===== src/rtl/rv_fetch.sv =====
// rv_fetch: instruction fetch stage. Owns the fetch PC, issues single-outstanding
// Wishbone-classic reads, buffers {pc, instr} pairs in a small prefetch FIFO and
// flushes the prefetched stream when execute redirects via jump_valid/jump_ready.
module rv_fetch #(
  parameter logic [29:0] RESET_PC   = 30'h0000_0000,
  parameter int          FIFO_DEPTH = 4
) (
  input  logic        clk_i,
  input  logic        rst_i,
  output logic        ibus_cyc_o,
  output logic        ibus_stb_o,
  output logic [29:0] ibus_adr_o,
  input  logic        ibus_ack_i,
  input  logic [31:0] ibus_dat_i,
  input  logic        jump_valid_i,
  input  logic [29:0] jump_dst_i,
  output logic        jump_ready_o,
  output logic        valid_o,
  input  logic        ready_i,
  output logic [31:0] instr_o,
  output logic [29:0] pc_o
);

  localparam int AW = (FIFO_DEPTH > 1) ? $clog2(FIFO_DEPTH) : 1;
  localparam int CW = AW + 1;
  localparam logic [CW-1:0] DEPTH_C = CW'(FIFO_DEPTH);

  typedef enum logic {
    ST_IDLE = 1'b0,
    ST_REQ  = 1'b1
  } state_t;

  state_t        r_state;
  logic [29:0]   r_fpc;
  logic [CW-1:0] r_cnt;
  logic [AW-1:0] r_wptr;
  logic [AW-1:0] r_rptr;

  // Prefetch storage; no reset needed, r_cnt qualifies every entry.
  logic [29:0]   r_pc_mem    [FIFO_DEPTH];
  logic [31:0]   r_instr_mem [FIFO_DEPTH];

  logic          w_cyc;
  logic          w_ack;
  logic          w_jump_acc;
  logic          w_push;
  logic          w_pop;
  logic [CW-1:0] w_cnt_next;
  logic          w_space;

  // Bus strobes come straight from the registered FSM state.
  assign w_cyc        = (r_state == ST_REQ);
  assign ibus_cyc_o   = w_cyc;
  assign ibus_stb_o   = w_cyc;
  assign ibus_adr_o   = r_fpc;

  // A redirect is only taken between bus cycles, so a read is never aborted.
  assign jump_ready_o = ~w_cyc | ibus_ack_i;
  assign w_jump_acc   = jump_valid_i & jump_ready_o;

  // Ack is meaningful only inside a cycle; a word acked alongside a redirect is wrong-path.
  assign w_ack        = w_cyc & ibus_ack_i;
  assign w_push       = w_ack & ~w_jump_acc;

  // Head is hidden while a redirect is pending: it belongs to the old path.
  assign valid_o      = (r_cnt != '0) & ~jump_valid_i;
  assign w_pop        = valid_o & ready_i;

  assign instr_o      = r_instr_mem[r_rptr];
  assign pc_o         = r_pc_mem[r_rptr];

  // Occupancy after this cycle's push/pop/flush; a new read needs one free slot beyond it.
  always_comb begin
    w_cnt_next = r_cnt;
    if (w_jump_acc) begin
      w_cnt_next = '0;
    end else begin
      w_cnt_next = r_cnt + CW'(w_push) - CW'(w_pop);
    end
    w_space = (w_cnt_next < DEPTH_C);
  end

  // Bus FSM, fetch PC and FIFO occupancy/pointers.
  always_ff @(posedge clk_i or negedge rst_i) begin
    if (!rst_i) begin
      r_state <= ST_IDLE;
      r_fpc   <= RESET_PC;
      r_cnt   <= '0;
      r_wptr  <= '0;
      r_rptr  <= '0;
    end else if (w_jump_acc) begin
      r_state <= ST_IDLE;
      r_fpc   <= jump_dst_i;
      r_cnt   <= '0;
      r_wptr  <= '0;
      r_rptr  <= '0;
    end else begin
      r_cnt <= w_cnt_next;
      if (w_push) begin
        r_wptr <= r_wptr + AW'(1);
      end
      if (w_pop) begin
        r_rptr <= r_rptr + AW'(1);
      end
      case (r_state)
        ST_IDLE: begin
          if (w_space) begin
            r_state <= ST_REQ;
          end
        end
        ST_REQ: begin
          if (w_ack) begin
            // 30-bit increment wraps 3FFF_FFFF to 0 naturally.
            r_fpc   <= r_fpc + 30'd1;
            r_state <= w_space ? ST_REQ : ST_IDLE;
          end
        end
        default: r_state <= ST_IDLE;
      endcase
    end
  end

  // FIFO write port: store {pc, instr} at the tail on each accepted ack.
  always_ff @(posedge clk_i) begin
    if (w_push) begin
      r_pc_mem[r_wptr]    <= r_fpc;
      r_instr_mem[r_wptr] <= ibus_dat_i;
    end
  end

endmodule

===== config.mk =====
export PLATFORM = sky130hd
export DESIGN_NAME = rv_fetch
export DESIGN_NICKNAME = d
export VERILOG_FILES = /design/src/rtl/rv_fetch.sv
export SDC_FILE = /design/constraint.sdc
export NUM_CORES = 1
export LEC_CHECK = 0
export ABC_AREA = 1
export ABC_CLOCK_PERIOD_IN_PS = 3800
export CORE_AREA = 2 2 158 160
export DETAILED_ROUTE_END_ITERATION = 10
export DIE_AREA = 0 0 160 162
export PLACE_DENSITY_LB_ADDON = 0.1
export SYNTH_ARGS = -nofsm -noshare
export SYNTH_HDL_FRONTEND = slang
export SYNTH_SLANG_ARGS = --single-unit

===== constraint.sdc =====
create_clock -name clk_i -period 3.8 [get_ports clk_i]
set_clock_uncertainty 0.2 [all_clocks]
set_input_delay 0.57 -clock clk_i [delete_from_list [all_inputs] [get_ports clk_i]]
set_output_delay 0.57 -clock clk_i [all_outputs]
set_load 0.03 [all_outputs]

==> results of run 1 <==
[cells in the final DEF (no fill, tap or decap), types with 2 or more instances in the layout]
cell                              instances
sky130_fd_sc_hd__edfxtp_1               248
sky130_fd_sc_hd__nor2_1                 191
sky130_fd_sc_hd__clkdlybuf4s50_1        157
sky130_fd_sc_hd__o21ai_0                155
sky130_fd_sc_hd__nand2_1                133
sky130_fd_sc_hd__o22ai_1                 65
sky130_fd_sc_hd__inv_1                   49
sky130_fd_sc_hd__dfrtp_1                 36
sky130_fd_sc_hd__nand3_1                 33
sky130_fd_sc_hd__clkbuf_16               31
sky130_fd_sc_hd__buf_4                   15
sky130_fd_sc_hd__a21oi_1                 12
sky130_fd_sc_hd__clkbuf_1                10
sky130_fd_sc_hd__nor2_4                   9
sky130_fd_sc_hd__nand2_2                  7
sky130_fd_sc_hd__ha_1                     7
sky130_fd_sc_hd__clkinv_2                 7
sky130_fd_sc_hd__buf_12                   7
sky130_fd_sc_hd__o21ai_1                  4
sky130_fd_sc_hd__inv_2                    3
sky130_fd_sc_hd__nor3_1                   3
sky130_fd_sc_hd__nor2_8                   3
sky130_fd_sc_hd__nor2_2                   3
sky130_fd_sc_hd__nand2_4                  3
sky130_fd_sc_hd__nand4_1                  3
sky130_fd_sc_hd__bufinv_16                3
sky130_fd_sc_hd__clkbuf_8                 3
sky130_fd_sc_hd__o211ai_1                 2
sky130_fd_sc_hd__xnor2_1                  2
sky130_fd_sc_hd__clkinv_1                 2
[power groups by stage]
stage               Clock (mW)  Combinational [mW]  Sequential (mW)
global route              3.08                4.23             4.57
CTS                       2.94                3.95             4.51
detailed placement           0                3.93             4.57
finish                    2.89                3.91             4.52
floorplan                    0                2.14             4.68
global placement             0                3.90             4.57
[Yosys cell counts]
library cell               instances  area (um2)
sky130_fd_sc_hd__edfxtp_1        248        7447
sky130_fd_sc_hd__nor2_1          195       732.0
sky130_fd_sc_hd__o21ai_0         155       775.7
sky130_fd_sc_hd__nand2_1         133       499.2
sky130_fd_sc_hd__o22ai_1          65       406.6
sky130_fd_sc_hd__inv_1            50       187.7
sky130_fd_sc_hd__dfrtp_1          38       950.9
sky130_fd_sc_hd__nand3_1          33       165.2
sky130_fd_sc_hd__clkbuf_1         29       108.9
sky130_fd_sc_hd__buf_2            17       85.08
sky130_fd_sc_hd__a21oi_1          12       60.06
sky130_fd_sc_hd__ha_1              7       87.58
sky130_fd_sc_hd__nand2_2           7       43.79
sky130_fd_sc_hd__nor2_4            5       56.30
sky130_fd_sc_hd__o21ai_1           4       20.02
sky130_fd_sc_hd__buf_4             3       22.52
sky130_fd_sc_hd__buf_6             3       33.78
sky130_fd_sc_hd__nand2_4           3       33.78
sky130_fd_sc_hd__nand4_1           3       18.77
sky130_fd_sc_hd__nor2_2            3       18.77
sky130_fd_sc_hd__nor2_8            3       60.06
sky130_fd_sc_hd__nor3_1            3       15.01
sky130_fd_sc_hd__inv_2             2       7.510
sky130_fd_sc_hd__o211ai_1          2       15.01
sky130_fd_sc_hd__xnor2_1           2       17.52
sky130_fd_sc_hd__and2_1            1       6.260
sky130_fd_sc_hd__and3_1            1       6.260
sky130_fd_sc_hd__buf_1             1       3.750
sky130_fd_sc_hd__clkinv_1          1       3.750
sky130_fd_sc_hd__fa_1              1       20.02
sky130_fd_sc_hd__o21ai_2           1       8.760
sky130_fd_sc_hd__o21ai_4           1       16.27
sky130_fd_sc_hd__xor2_1            1       8.760
[stage by stage]
stage,std cells,utilization [%],power [mW]
5_1_grt,1541,62.05,11.88
3_3_place_gp,1484,57.92,8.468
6_report,1541,62.05,11.31
2_1_floorplan,1033,-,6.820
4_1_cts,1541,62.05,11.40
3_5_place_dp,1484,57.92,8.501
[kinds of logic (layout without fill, tap and decap cells)]
| kind of cell | after synthesis | in the layout | synth area share [%] |
|---|---|---|---|
| XOR/XNOR | 3 | 3 | 0.2201 |
| flip-flops | 286 | 286 | 70.32 |
| adder cells (fa/ha/maj) | 8 | 8 | 0.9010 |
| AND/OR/NAND/NOR | 390 | 390 | 13.86 |
| buffers and inverters | 106 | 290 | 3.792 |
| AO/OA/AOI/OAI | 240 | 240 | 10.91 |
[critical path, delay by kind of cell, from the launching register on]
kind                   cells  cell delay [ns]
flip-flops                 1             0.57
buffers and inverters      3             1.39
AO/OA/AOI/OAI              2             0.30
[sequential cells by signal, indices dropped and copies added (netlist names)]
signal       flops
ibus_adr_o      30
r_wptr           2
r_cnt            3
r_rptr           2
ibus_cyc_o       1
r_instr_mem    128
r_pc_mem       120
[worst max path at each step]
stage,from,end,cells past startpoint
CTS,r_rptr[1],pc_o[28],5
detailed placement,jump_valid_i,ibus_cyc_o,11
global route,r_rptr[1],pc_o[21],5
floorplan,ibus_cyc_o,r_instr_mem[0][0],4
finish,r_rptr[1],pc_o[28],5
global placement,jump_valid_i,ibus_cyc_o,11
[per-layer routing]
layer	global-route usage [%]	vias up
li1	-	3977
met4	4.955	0
met5	0	-
met3	3.013	25
met1	28.64	4036
met2	34.79	224
[area by class of cell]
class / count / area (um2)
clock inverters: 12 / 132.6
clock buffers: 44 / 854.6
inverters: 53 / 201.4
well taps: 324 / 405.4
fillers: 1975 / 9148
flip-flops and latches: 286 / 8403
multi-input cells: 641 / 3122
repair buffers: 181 / 1839
==> results, run 1 <==
- The worst hold-check slack is between 0.3 and 0.4 ns.
- Dividing the detail-routed wire length by the instance count gives ~18 um.
- The clock share of power is between 20 and 30%.
- The die is between 150 and 200 um wide.
- Clock tree synthesis selected as its root buffer the cell sky130_fd_sc_hd__clkbuf_16.
- The final worst-path cycle share is about 95%.
- The post-CTS setup-driven buffer insertion count is 0.
- Routability-driven placement finished with a final weighted congestion of around 0.81.
- The run finished with clean final reports.
- For hold timing, the worst endpoint is r_wptr[0].
- The clock insertion delay at the later pin of the skew report is about 0.54 ns.
- Counting the buffers created by CTS gives 30.
- The first-pass GRT wire length is 42440 um.
- Yosys printed 0 warnings.
- The met3 routed wirelength is approximately 1400 um.
- At the worst endpoint, the arrival time is approximately 2.8 ns.
- The highest metal layer carrying signal wires in the routed design is met4.
- The worst max-slew margin expressed relative to the limit is a little over a third.
- The highest clock frequency the design can meet is roughly 280 MHz.
- The leakage dissipation is between 5 and 6 nW.
- Counting every instance in the synthesized netlist gives 1033.
- The worst setup path is captured at a primary output.
- OpenSTA, run right after detailed placement, puts the worst setup slack at between 0.5 and 0.6 ns.
- The number of antenna violations at the first check in global routing is 0.
- The placed wire-length estimate after detailed placement is about 16000 um.
- The endpoint of the worst-slack reg-to-reg timing path is ibus_cyc_o.
- 0 antenna diodes ended up in the layout.
- The number of cells on the worst reg-to-reg path is 14.
- For flop-to-flop paths, the worst setup slack is 1.19 ns.
- The area growth from synthesis to layout is 25.25%.
- VDD sags by at most 0.0005277 V.
- The slowest cell on the critical path is sky130_fd_sc_hd__clkdlybuf4s50_1.
- The distinct cell type count of the synthesized netlist is 33.
- The finished cells cover around 15000 um2.
- The path type of the worst setup path is register to primary output.
- roughly 160 I/O pins were placed.
- The final layout contains 1268 nets.
- The longest clock path from root to sink contains 3 buffers.
- The TritonCTS clock tree is built.
- The core region is around 24000 um2.
- The number of global-route vias before repair is around 8100.
- The kind of start point of the critical path is a register.
- Along the worst path, the maximum fanout reaches 23.
- The internal portion of the total power is 7.148 mW.
- Using the TritonRoute via totals, the vias-per-cell ratio works out to roughly 5.4.
- The initial core utilization is between 40% and 50%.
- The worst min-delay path startpoint is r_wptr[0].
- The number of input and output port buffers inserted is between 150 and 200.
- Setup violations remaining at the end of the flow were counted as 0.
- The number of cells upsized or downsized after cts is 0.
- The cell area after technology mapping is roughly 12000 um2.
- The via count of the routed design is about 8300.
- The number of levels in the clock H-tree is 1.
- The synthesized area per cell is between 10 and 15 um2.
- The synthesized flop and latch total is ~290.
- The transition time of the tightest slew-check pin is between 0.9 and 1 ns.
- The tool flagged a number of max-cap violations equal to 0.
- Of the total power, the share spent switching nets is a little under two fifths.
- Of the total power, registers draw 39.9%.
- The die covers 25920 um2.
- For the finished layout, the period the worst path requires is about 3.6 ns.
- The final max-slew violation count is 0.
- Traced cell by cell, the critical path runs through inv_2, buf_4, o21ai_0, o22ai_1, clkdlybuf4s50_1.
- In the routed design, unresolved DRC markers number 0.
- Summed over all nets, the switching power comes to between 4 and 5 mW.
- The number of hold violations in the final report is 0.
- The power per unit of standard cell area is 756.3 nW/um2.
- Once routing completed, OpenROAD measured the worst setup slack at 0.2054 ns.
- Setup repair after global routing left no endpoint under its margin.
- The fraction of layout instances using a drive strength above 1 is around 8.2%.
- The largest stage delay on the critical path is ~0.71 ns.
- The post-detailed-route count of antenna-violating nets is 0.
- The reg-to-reg startpoint is r_cnt[1].
- After clock tree synthesis, the clock-pin slew on the worst setup and hold paths is around 0.06 ns.
- After detailed routing, the wire length on met1 is ~12000 um.
- The share of the Yosys chip area taken by registers is 70.32%.
- When the netlist entered floorplanning its net count stood at 1108.
- The floorplan step set the die height to ~160 um.
- The number of clock sinks is 286.
- The worst hold path belongs to the class register to register.
- Global routing used about 21% of the available tracks across all layers.
- The met2 wire length is approximately 13000 um.
- The wire length reported by the detailed router is between 20000 and 30000 um.
- The count of hold buffers inserted by post-cts repair is 1.
- The post-placement cell area is 13960 um2.
- The aggregate negative setup slack is 0 ns.
- The DRC marker count from the first detailed-route iteration is 490.
- The row count is 57.
- At the worst endpoint, the required time is around 3.0 ns.
- The part of the total power dissipated in combinational logic is between 30% and 40%.
- Along the worst hold path, the cell count comes to 1.
- The maximum number of pins on one net before global-route repair is 81.
- For this run, the detailed router's first-pass iteration total came to 4.
- For this run the aggregate overflow at the end of global routing stands at 0.
(Power assumes the default switching activity.)
==> inputs of run 2 (changes only) <==
CELL_PAD_IN_SITES_DETAIL_PLACEMENT = 0   (was unset)
CELL_PAD_IN_SITES_GLOBAL_PLACEMENT = 2   (was unset)
CORE_AREA = 2 2 194 196   (was 2 2 158 160)
DIE_AREA = 0 0 196 198   (was 0 0 160 162)
==> run 2 against run 1 <==
Effect of this change:
- combinational power increased by 3%
- register-to-register slack worse by 0.06 ns
- utilization down 20 points
- critical path depth down 1
- total power is 5.7% higher
- global-route usage shrank 4.3 points
- fmax decreased by 1.9%
- wire length increased by 18%
- non-clock buffer count is 4 higher
- cell count is 10% higher
- clock power rose by 18%
- critical path type unchanged
- critical endpoint is now pc_o[11]
- largest cell class unchanged
- highest routed layer unchanged
==> results, run 2 (synthesized netlist as in run 1, its figures left out) <==
- The antenna diode count is 0 (unchanged).
- The horizontal die dimension is 196 um (was 160 um).
- The aggregate global routing overflow is 0 (unchanged).
- The placement-stage worst setup slack was 0.5929 ns (was 0.5154 ns).
- The post-CTS setup-driven buffer insertion count came to 0 (unchanged).
- The path type of the worst setup path is register to primary output (unchanged).
- The final max-slew violation count is 0 (unchanged).
- The area of the placeable core was 36960 um2 (was 24110 um2).
- The number of levels in the clock H-tree was 1 (unchanged).
- The fraction of layout instances using a drive strength above 1 came to 9.411% (was 8.217%).
- The clock slew seen by the registers of the worst setup and hold paths is 0.06 ns (about the same).
- The worst hold-check slack came to 0.3597 ns (was 0.3758 ns).
- The number of global-route vias before repair was 8141 (was 8070).
- The class of the most critical hold timing path is register to register (unchanged).
- The highest clock frequency the design can meet is 272.8 MHz (was 278.2 MHz).
- The cell area after layout came to 15370 um2 (was 14960 um2).
- The total die area is 38810 um2 (was 25920 um2).
- The post-layout minimum cycle time is 3.665 ns (was 3.595 ns).
- The leakage dissipation came to 5.539 nW (was 5.428 nW).
- The total setup violations reported at the end of the flow is 0 (unchanged).
- The overall die height is 198 um (was 162 um).
- The max capacitance violation total is 0 (unchanged).
- The register area is 8403 um2 (unchanged).
- The endpoint type of the worst setup path is a primary output (unchanged).
- The number of flip-flops in the largest register is 128 (unchanged).
- The count of boundary I/O pins is 163 (unchanged).
- The routed wire length per instance is 18.79 um (was 17.59 um).
- The maximum number of pins on one net before global-route repair came to 63 (was 81).
- The total internal power was 7.595 mW (was 7.148 mW).
- The global-route usage over all layers is 16.31% (was 20.63%).
- The register with the most flip-flops is r_instr_mem (unchanged).
- The area growth from synthesis to layout is 28.74% (was 25.25%).
- The initial core utilization is 32.32% (was 49.54%).
- The highest ir drop seen on vdd was 0.0004082 V (was 0.0005277 V).
- The detailed-route vias per instance is 4.794 (was 5.361).
- The sequential share of power is 38.1% (was 39.9%).
- The number of antenna violations at the first check in global routing is 0 (unchanged).
- The row count came to 71 (was 57).
- The final net count came to 1273 (was 1268).
- RSZ-0062 raised after global routing: no (unchanged).
- The power per unit of standard cell area is 777.7 nW/um2 (was 756.3 nW/um2).
- The part of the total power dissipated in combinational logic came to 33.5% (was 34.6%).
- The area of combinational cells with multiple inputs is 3122 um2 (unchanged).
- The post-detailed-route count of antenna-violating nets came to 0 (unchanged).
- Outcome: finished clean (unchanged).
- The post-placement cell area is 14180 um2 (was 13960 um2).
- The number of clock buffers inserted by TritonCTS is 31 (was 30).
- The placed wire-length estimate after detailed placement is 19510 um (was 16130 um).
- The fraction of power spent switching nets is 36.48% (was 36.82%).
- Cell chain of the critical path: buf_4, o21ai_0, o22ai_1, clkdlybuf4s50_1 (was inv_2, buf_4, o21ai_0, o22ai_1, clkdlybuf4s50_1).
- The number of clock sinks was 286 (unchanged).
- The post-route worst setup slack was 0.1347 ns (was 0.2054 ns).
- The wire length reported by the detailed router is 31870 um (was 27110 um).
- The final worst-path cycle share is 96.45% (was 94.60%).
- The TritonCTS clock tree is built (unchanged).
- The maximum root-to-sink buffer count is 3 (unchanged).
- The DRC marker count from the first detailed-route iteration is 358 (was 490).
- The final RePlAce weighted congestion came to 0.7400 (was 0.8148).
- The worst path required time came to 3.03 ns (about the same).
- The slowest cell on the critical path is sky130_fd_sc_hd__clkdlybuf4s50_1 (unchanged).
- The transition time of the tightest slew-check pin is 0.7382 ns (was 0.9507 ns).
- The number of input and output port buffers inserted is 162 (unchanged).
- The clock insertion delay at the later pin of the skew report is 0.55 ns (was 0.54 ns).
- Commonest cells after routing, fill and taps aside: sky130_fd_sc_hd__edfxtp_1 (248), sky130_fd_sc_hd__nor2_1 (191), sky130_fd_sc_hd__clkdlybuf4s50_1 (157), sky130_fd_sc_hd__o21ai_0 (155), sky130_fd_sc_hd__nand2_1 (133) (unchanged).
- The clock root buffer is sky130_fd_sc_hd__clkbuf_16 (unchanged).
- The length of the first detailed-routing pass in iterations is 4 (unchanged).
- The largest stage delay on the critical path came to 0.74 ns (was 0.71 ns).
- The number of hold violations in the final report is 0 (unchanged).
- The leading cell type in the layout, fill and taps excluded is sky130_fd_sc_hd__edfxtp_1 (unchanged).
- The final total power was 11.96 mW (was 11.31 mW).
- The data arrival time of the critical path was 2.90 ns (was 2.82 ns).
- The power spent charging and discharging nets is 4.362 mW (was 4.165 mW).
- The kind of start point of the critical path is a register (unchanged).
- The via count of the routed design came to 8131 (was 8262).
- The number of fill cells is 3523 (was 1975).
- The worst max-slew margin expressed relative to the limit is 50.71% (was 36.62%).
- The clock share of power was 28.4% (was 25.5%).
- The first-pass GRT wire length is 48360 um (was 42440 um).
- The highest fanout seen on the critical path was 42 (was 23).
- The final routed DRC violation total was 0 (unchanged).
## run 2: cell types whose count changed in the layout (fill, tap and decap cells not counted)
cell                         change
sky130_fd_sc_hd__clkbuf_1        -8
sky130_fd_sc_hd__bufinv_16       +6
sky130_fd_sc_hd__buf_4           +3
sky130_fd_sc_hd__clkinv_1        -2
sky130_fd_sc_hd__clkinv_4        +2
sky130_fd_sc_hd__clkinvlp_4      +2
sky130_fd_sc_hd__inv_6           +2
sky130_fd_sc_hd__buf_6           +1
sky130_fd_sc_hd__clkbuf_8        +1
sky130_fd_sc_hd__clkinv_2        -1
sky130_fd_sc_hd__inv_4           -1
## run 2: power by group through the flow
stage	Combinational [mW]	Clock, mW	Sequential (mW)
finish	4.01	3.40	4.55
floorplan	2.14	0	4.68
global placement	4.07	0	4.62
CTS	4.08	3.49	4.57
detailed placement	4.07	0	4.63
global route	4.36	3.61	4.64
## run 2: per-stage QoR
stage / std cells / utilization (%) / TNS [ns]
floorplan: 1033 / - / -112.33
global placement: 1638 / 38.37 / 0
detailed placement: 1638 / 38.37 / 0
CTS: 1696 / 41.59 / 0
global route: 1696 / 41.60 / 0
finish: 1696 / 41.60 / 0
## run 2: cell type report
cell class                 count  share of cell area, %
sequential                   286                  54.66
tap                          474                  3.857
inverter                      53                  1.327
timing repair buffer         185                  12.18
clock inverter                20                  2.222
multi-input combinational    641                  20.30
clock buffer                  37                  5.452
## run 2: worst max-delay path: cells and delay by family (launching register included)
family / cells / cell delay, ns
buf+inv: 2 / 1.20
flops: 1 / 0.65
compound gates: 2 / 0.49
## run 2: per-layer routing
metal	routed length [um]	vias to the layer above	part of all wire [%]	track usage, %
met5	0	-	0	0
met4	563	0	1.8	3.563
met3	1378	38	4.3	2.725
met2	15120	175	47	28.09
met1	14810	3940	46	21.69
li1	-	3978	-	-
## run 2: final timing paths
| kind | start | cells after the start | endpoint | slack [ns] |
|---|---|---|---|---|
| max | r_rptr[0] | 4 | pc_o[11] | 0.13 |
| min | r_wptr[0] | 1 | r_wptr[0] | 0.36 |
| max reg2reg | r_cnt[1] | 14 | ibus_cyc_o | 1.13 |
| min reg2reg | r_wptr[0] | 1 | r_wptr[0] | 0.36 |
| max in group asynchronous | rst_i | 3 | ibus_adr_o[6] | 2.29 |
| min in group asynchronous | rst_i | 2 | ibus_adr_o[24] | 0.40 |
## run 2: timing repair
item | 4_1_cts | 5_1_grt
hold endpoints to repair | 25 | 0
hold buffers | 1 | 0
resized for setup | 1 | 1
endpoints found under the setup margin | 1 | 8
==> edit 1, RTL diff (settings of run 2) <==
Make the reset (`rst_i`) synchronous in one clocked block.
--- a/src/rtl/rv_fetch.sv
+++ b/src/rtl/rv_fetch.sv
@@ -82,5 +82,5 @@
 
   // Bus FSM, fetch PC and FIFO occupancy/pointers.
-  always_ff @(posedge clk_i or negedge rst_i) begin
+  always_ff @(posedge clk_i) begin
     if (!rst_i) begin
       r_state <= ST_IDLE;
Check against the original RTL: differs if rst_i is asserted again (counterexample within 4 cycles, from zero or initial values and one cycle with rst_i low); with rst_i held inactive, the same outputs for 4 cycles.
==> edit 1 against run 2 <==
  * Wire length grew 1.5%
  * Setup slack gained 0.12 ns
  * Via count grew 1.3%
  * Cell area shrank 0.99%
  * Global-route usage grew 0.26 points
  * Area after synthesis shrank 0.28%
  * Core utilization shrank 0.41 points
  * Sequential cell count grew 2
Power is not compared: it rests on default switching activity, and its combinational part moved more than twofold at a synthesized area within 25%.
==> edit 1: results <==
export IMPL_top_register="r_instr_mem"
export IMPL_cts_setup_buffers=0
export IMPL_min_path_type="reg2reg"
export IMPL_grt_pass1_vias=8230
export IMPL_clock_latency_ns=0.50
export IMPL_synth_cell_type_count=34
export IMPL_grt_start_max_net_pins=63
export IMPL_antenna_found_initial=0
export IMPL_syn_num_nets=1133
export IMPL_drtIter0Drc=432
export IMPL_synth_common_cells="edfxtp_1 (248), nor2_1 (173), o21ai_0 (142), nand2_1 (136), inv_1 (63)"
export IMPL_synth_area_leaders="edfxtp_1 (63%), dfxtp_1 (6.7%), o21ai_0 (6.0%), nor2_1 (5.5%), nand2_1 (4.3%)"
export IMPL_grt_use_met2_pct=27.7
export IMPL_largest_reg_flops=128
export IMPL_firstDrtPassIters=4
export IMPL_antennaDiodeCount=0
export IMPL_wire_per_inst_um=18.8
export IMPL_slew_headroom_pct=51.1
export IMPL_gr_usage_met1_pct=22.5
export IMPL_final_nets=1298
export IMPL_leakage_nw=5.15
export IMPL_htreeDepth=2
export IMPL_placed_area_um2=14200
export IMPL_ir_drop_v=0.000273
export IMPL_cts_inserted_buffers=34
export IMPL_hpwlAfterDp_um=19300
export IMPL_async_reset_ff_share_pct=0
export IMPL_crit_arrival_ns=2.77
export IMPL_synth_edf_count=248
export IMPL_drive_gt1_share_pct=8.89
export IMPL_cp_max_fo=62
export IMPL_use_met3_pct=2.76
export IMPL_cts_resized=0
export IMPL_dpl_worst_slack_ns=0.623
export IMPL_gp_congestion=0.769
export IMPL_via_per_inst=4.78
export IMPL_grt_pass1_wl_um=49000
export IMPL_portBuffers=162
export IMPL_nFillCells=3584
export IMPL_status="finished, final reports clean"
export IMPL_yosysSeqAreaShare_pct=69.3
export IMPL_grt_use_total_pct=16.6
edit 1: final timing paths:
check,from,endpoint,slack [ns],depth (start not counted)
worst max-delay path,flop,pc_o[15],0.26,4
worst min-delay path,r_rptr[1],flop,0.29,1
worst max register to register,ibus_cyc_o,ibus_cyc_o,1.23,11
worst min register to register,r_rptr[1],flop,0.29,1
edit 1: cell type report:
class	instances	area, µm²	area share, %
Multi-Input combinational cell	645	3180	20.9
Tap cell	474	593	3.90
Sequential cell	288	8250	54.2
Timing Repair Buffer	184	1900	12.5
Clock buffer	43	948	6.23
Clock inverter	18	82.6	0.542
Inverter	70	268	1.76
edit 1: critical path: cells and delay by family, from the launching register on:
| kind | cells | cell delay [ns] |
|---|---|---|
| AOI/OAI and AO/OA | 2 | 0.59 |
| DFF | 1 | 0.33 |
| buffers and inverters | 2 | 1.34 |
edit 1: logic make-up (layout without fill, tap and decap cells):
| logic type | Yosys count | after routing | share of synthesized area [%] |
|---|---|---|---|
| AND/OR/NAND/NOR | 393 | 393 | 14.3 |
| AO/OA/AOI/OAI | 243 | 243 | 11.1 |
| adder cells (fa/ha/maj) | 8 | 8 | 0.904 |
| buffers and inverters | 125 | 315 | 4.31 |
| flip-flops | 288 | 288 | 69.3 |
| XOR/XNOR | 1 | 1 | 0.0736 |
edit 1: power by group:
part	switching (mW)	leakage [nW]	internal (mW)
Clock	1.23	0.502	1.76
Combinational	0.272	2.09	0.192
Sequential	0.0743	2.55	3.48
edit 1: through the flow:
stage / utilization (%) / hold WS, ns / instances
after CTS: 41.2 / 0.292 / 1722
after global placement: 38.4 / 0.277 / 1661
after floorplan: - / 0.257 / 1058
after global routing: 41.2 / 0.339 / 1722
after detailed placement: 38.4 / 0.268 / 1661
final: 41.2 / 0.291 / 1722
edit 1: metal layers:
layer,vias up,share of wire [%]
li1,4053,-
met1,3977,47
met2,168,47
met3,39,4.4
met4,0,1.7
met5,-,0
==> edit 2, RTL diff (flow settings as in run 2) <==
Made on the original files. The parameter `FIFO_DEPTH` goes from 4 to 8.
--- a/src/rtl/rv_fetch.sv
+++ b/src/rtl/rv_fetch.sv
@@ -4,5 +4,5 @@
 module rv_fetch #(
   parameter logic [29:0] RESET_PC   = 30'h0000_0000,
-  parameter int          FIFO_DEPTH = 4
+  parameter int          FIFO_DEPTH = 8
 ) (
   input  logic        clk_i,
Function: changed (Yosys sat finds a counterexample within 10 cycles, from zero or initial values and one cycle with rst_i low).
==> edit 2 against run 2 <==
  * Cell area up 69%
  * Wire length up 59%
  * Core utilization up 29 points
  * First-iteration DRC count rose to 3.6 times the old value
  * Total power up 60%
  * Area after synthesis up 83%
  * Register-to-register slack better by 0.15 ns
  * Clock power up 43%
  * Via count up 79%
  * Fmax down 0.39%
  * Setup slack worse by 0.014 ns
  * Sequential cell count up 251
  * Sequential power up 75%
  * Global-route usage up 10 points
  * Largest cell class unchanged
  * Largest power group unchanged
==> edit 2: results <==
export IMPL_final_nets=2083
export IMPL_largest_reg_flops=256
export IMPL_status="finished, final reports clean"
export IMPL_nFillCells=2653
export IMPL_crit_arrival_ns=2.91
export IMPL_gp_congestion=0.796
export IMPL_async_reset_ff_share_pct=7.64
export IMPL_dr_wl_met3_um=3130
export IMPL_cts_resized=18
export IMPL_cp_max_fo=43
export IMPL_hpwlAfterDp_um=28000
export IMPL_gr_usage_met1_pct=38.2
export IMPL_leakage_nw=9.28
export IMPL_grt_pass1_wl_um=78800
export IMPL_hold_ws_ns=0.307
export IMPL_synth_area_leaders="edfxtp_1 (68%), nor2_1 (8.9%), o21ai_0 (5.7%), dfrtp_1 (4.7%), nand2_1 (2.5%)"
export IMPL_firstDrtPassIters=5
export IMPL_r2r_cells=11
export IMPL_layout_cells_non_filler=2520
export IMPL_yosysSeqAreaShare_pct=72.7
export IMPL_syn_mean_instance_area_um2=11.8
export IMPL_reg2reg_to="r_cnt[2]"
export IMPL_worstMarginPinSlew_ns=0.588
export IMPL_drt_total_wl_um=50700
export IMPL_cts_inserted_buffers=52
export IMPL_syn_num_nets=1929
export IMPL_regToRegSetupSlack_ns=1.28
export IMPL_clock_latency_ns=0.59
export IMPL_crit_path_max_incr_delay_ns=0.69
export IMPL_wl_met1_um=22200
export IMPL_p_sw_share_pct=35.6
export IMPL_routed_via_count=14567
export IMPL_drtIter0Drc=1293
export IMPL_placed_area_um2=24300
export IMPL_grt_pass1_vias=14146
export IMPL_grt_use_met2_pct=43.5
export IMPL_ir_drop_v=0.000529
export IMPL_synth_common_cells="nor2_1 (518), edfxtp_1 (496), o21ai_0 (251), nand2_1 (148), o22ai_1 (65)"
export IMPL_layout_min_cycle_time_ns=3.68
export IMPL_r2r_start="r_cnt[2]"
export IMPL_grt_start_max_net_pins=114
export IMPL_antenna_found_initial=1
export IMPL_min_path_type="in2async"
export IMPL_grt_use_total_pct=26.6
export IMPL_dp_cells=2426
-- edit 2: changes by cell type in the layout (fill, tap and decap cells not counted), sizes merged, moves of 17 or more --
| cell | before | now |
|---|---|---|
| dlymetal6s2s | 0 | 35 |
| buf | 27 | 52 |
| edfxtp | 248 | 496 |
| a31oi | 0 | 63 |
| o21ai | 161 | 290 |
| clkdlybuf4s50 | 157 | 102 |
| dlygate4sd2 | 0 | 17 |
| nor2 | 206 | 522 |
| clkbuf | 37 | 81 |
-- edit 2: worst max path at each step --
| stage | start | to | cells after the start |
|---|---|---|---|
| 4_1_cts | r_rptr[1] | instr_o[16] | 7 |
| 2_1_floorplan | ibus_cyc_o | r_instr_mem[0][0] | 4 |
| 3_3_place_gp | r_rptr[1] | instr_o[10] | 7 |
| 5_1_grt | r_rptr[1] | pc_o[2] | 7 |
| 3_5_place_dp | r_rptr[1] | pc_o[10] | 6 |
| 6_report | r_rptr[1] | pc_o[3] | 7 |
-- edit 2: area by class of cell --
type                            count  area [µm²]  area share, %
Inverter                           57         224          0.860
Sequential cell                   537       15900           61.2
Multi-Input combinational cell   1152        5260           20.2
Tap cell                          474         593           2.28
Timing Repair Buffer              207        2410           9.27
Clock buffer                       81        1490           5.73
Clock inverter                     12         119          0.457
-- edit 2: power by group through the flow --
stage,sequential (mW),clock (mW),combinational [mW]
floorplan,8.11,0,3.74
global placement,8.06,0,6.30
detailed placement,8.08,0,6.38
CTS,7.97,4.94,6.34
global route,8.06,5.18,6.83
finish,7.98,4.87,6.25
-- edit 2: cells by family after synthesis --
family	after synthesis	share of synthesized area (%)
flops	537	72.7
simple gates	706	12.4
compound gates	432	10.6
fa+ha+maj	9	0.548
buf+inv	164	3.61
xor+xnor	5	0.200
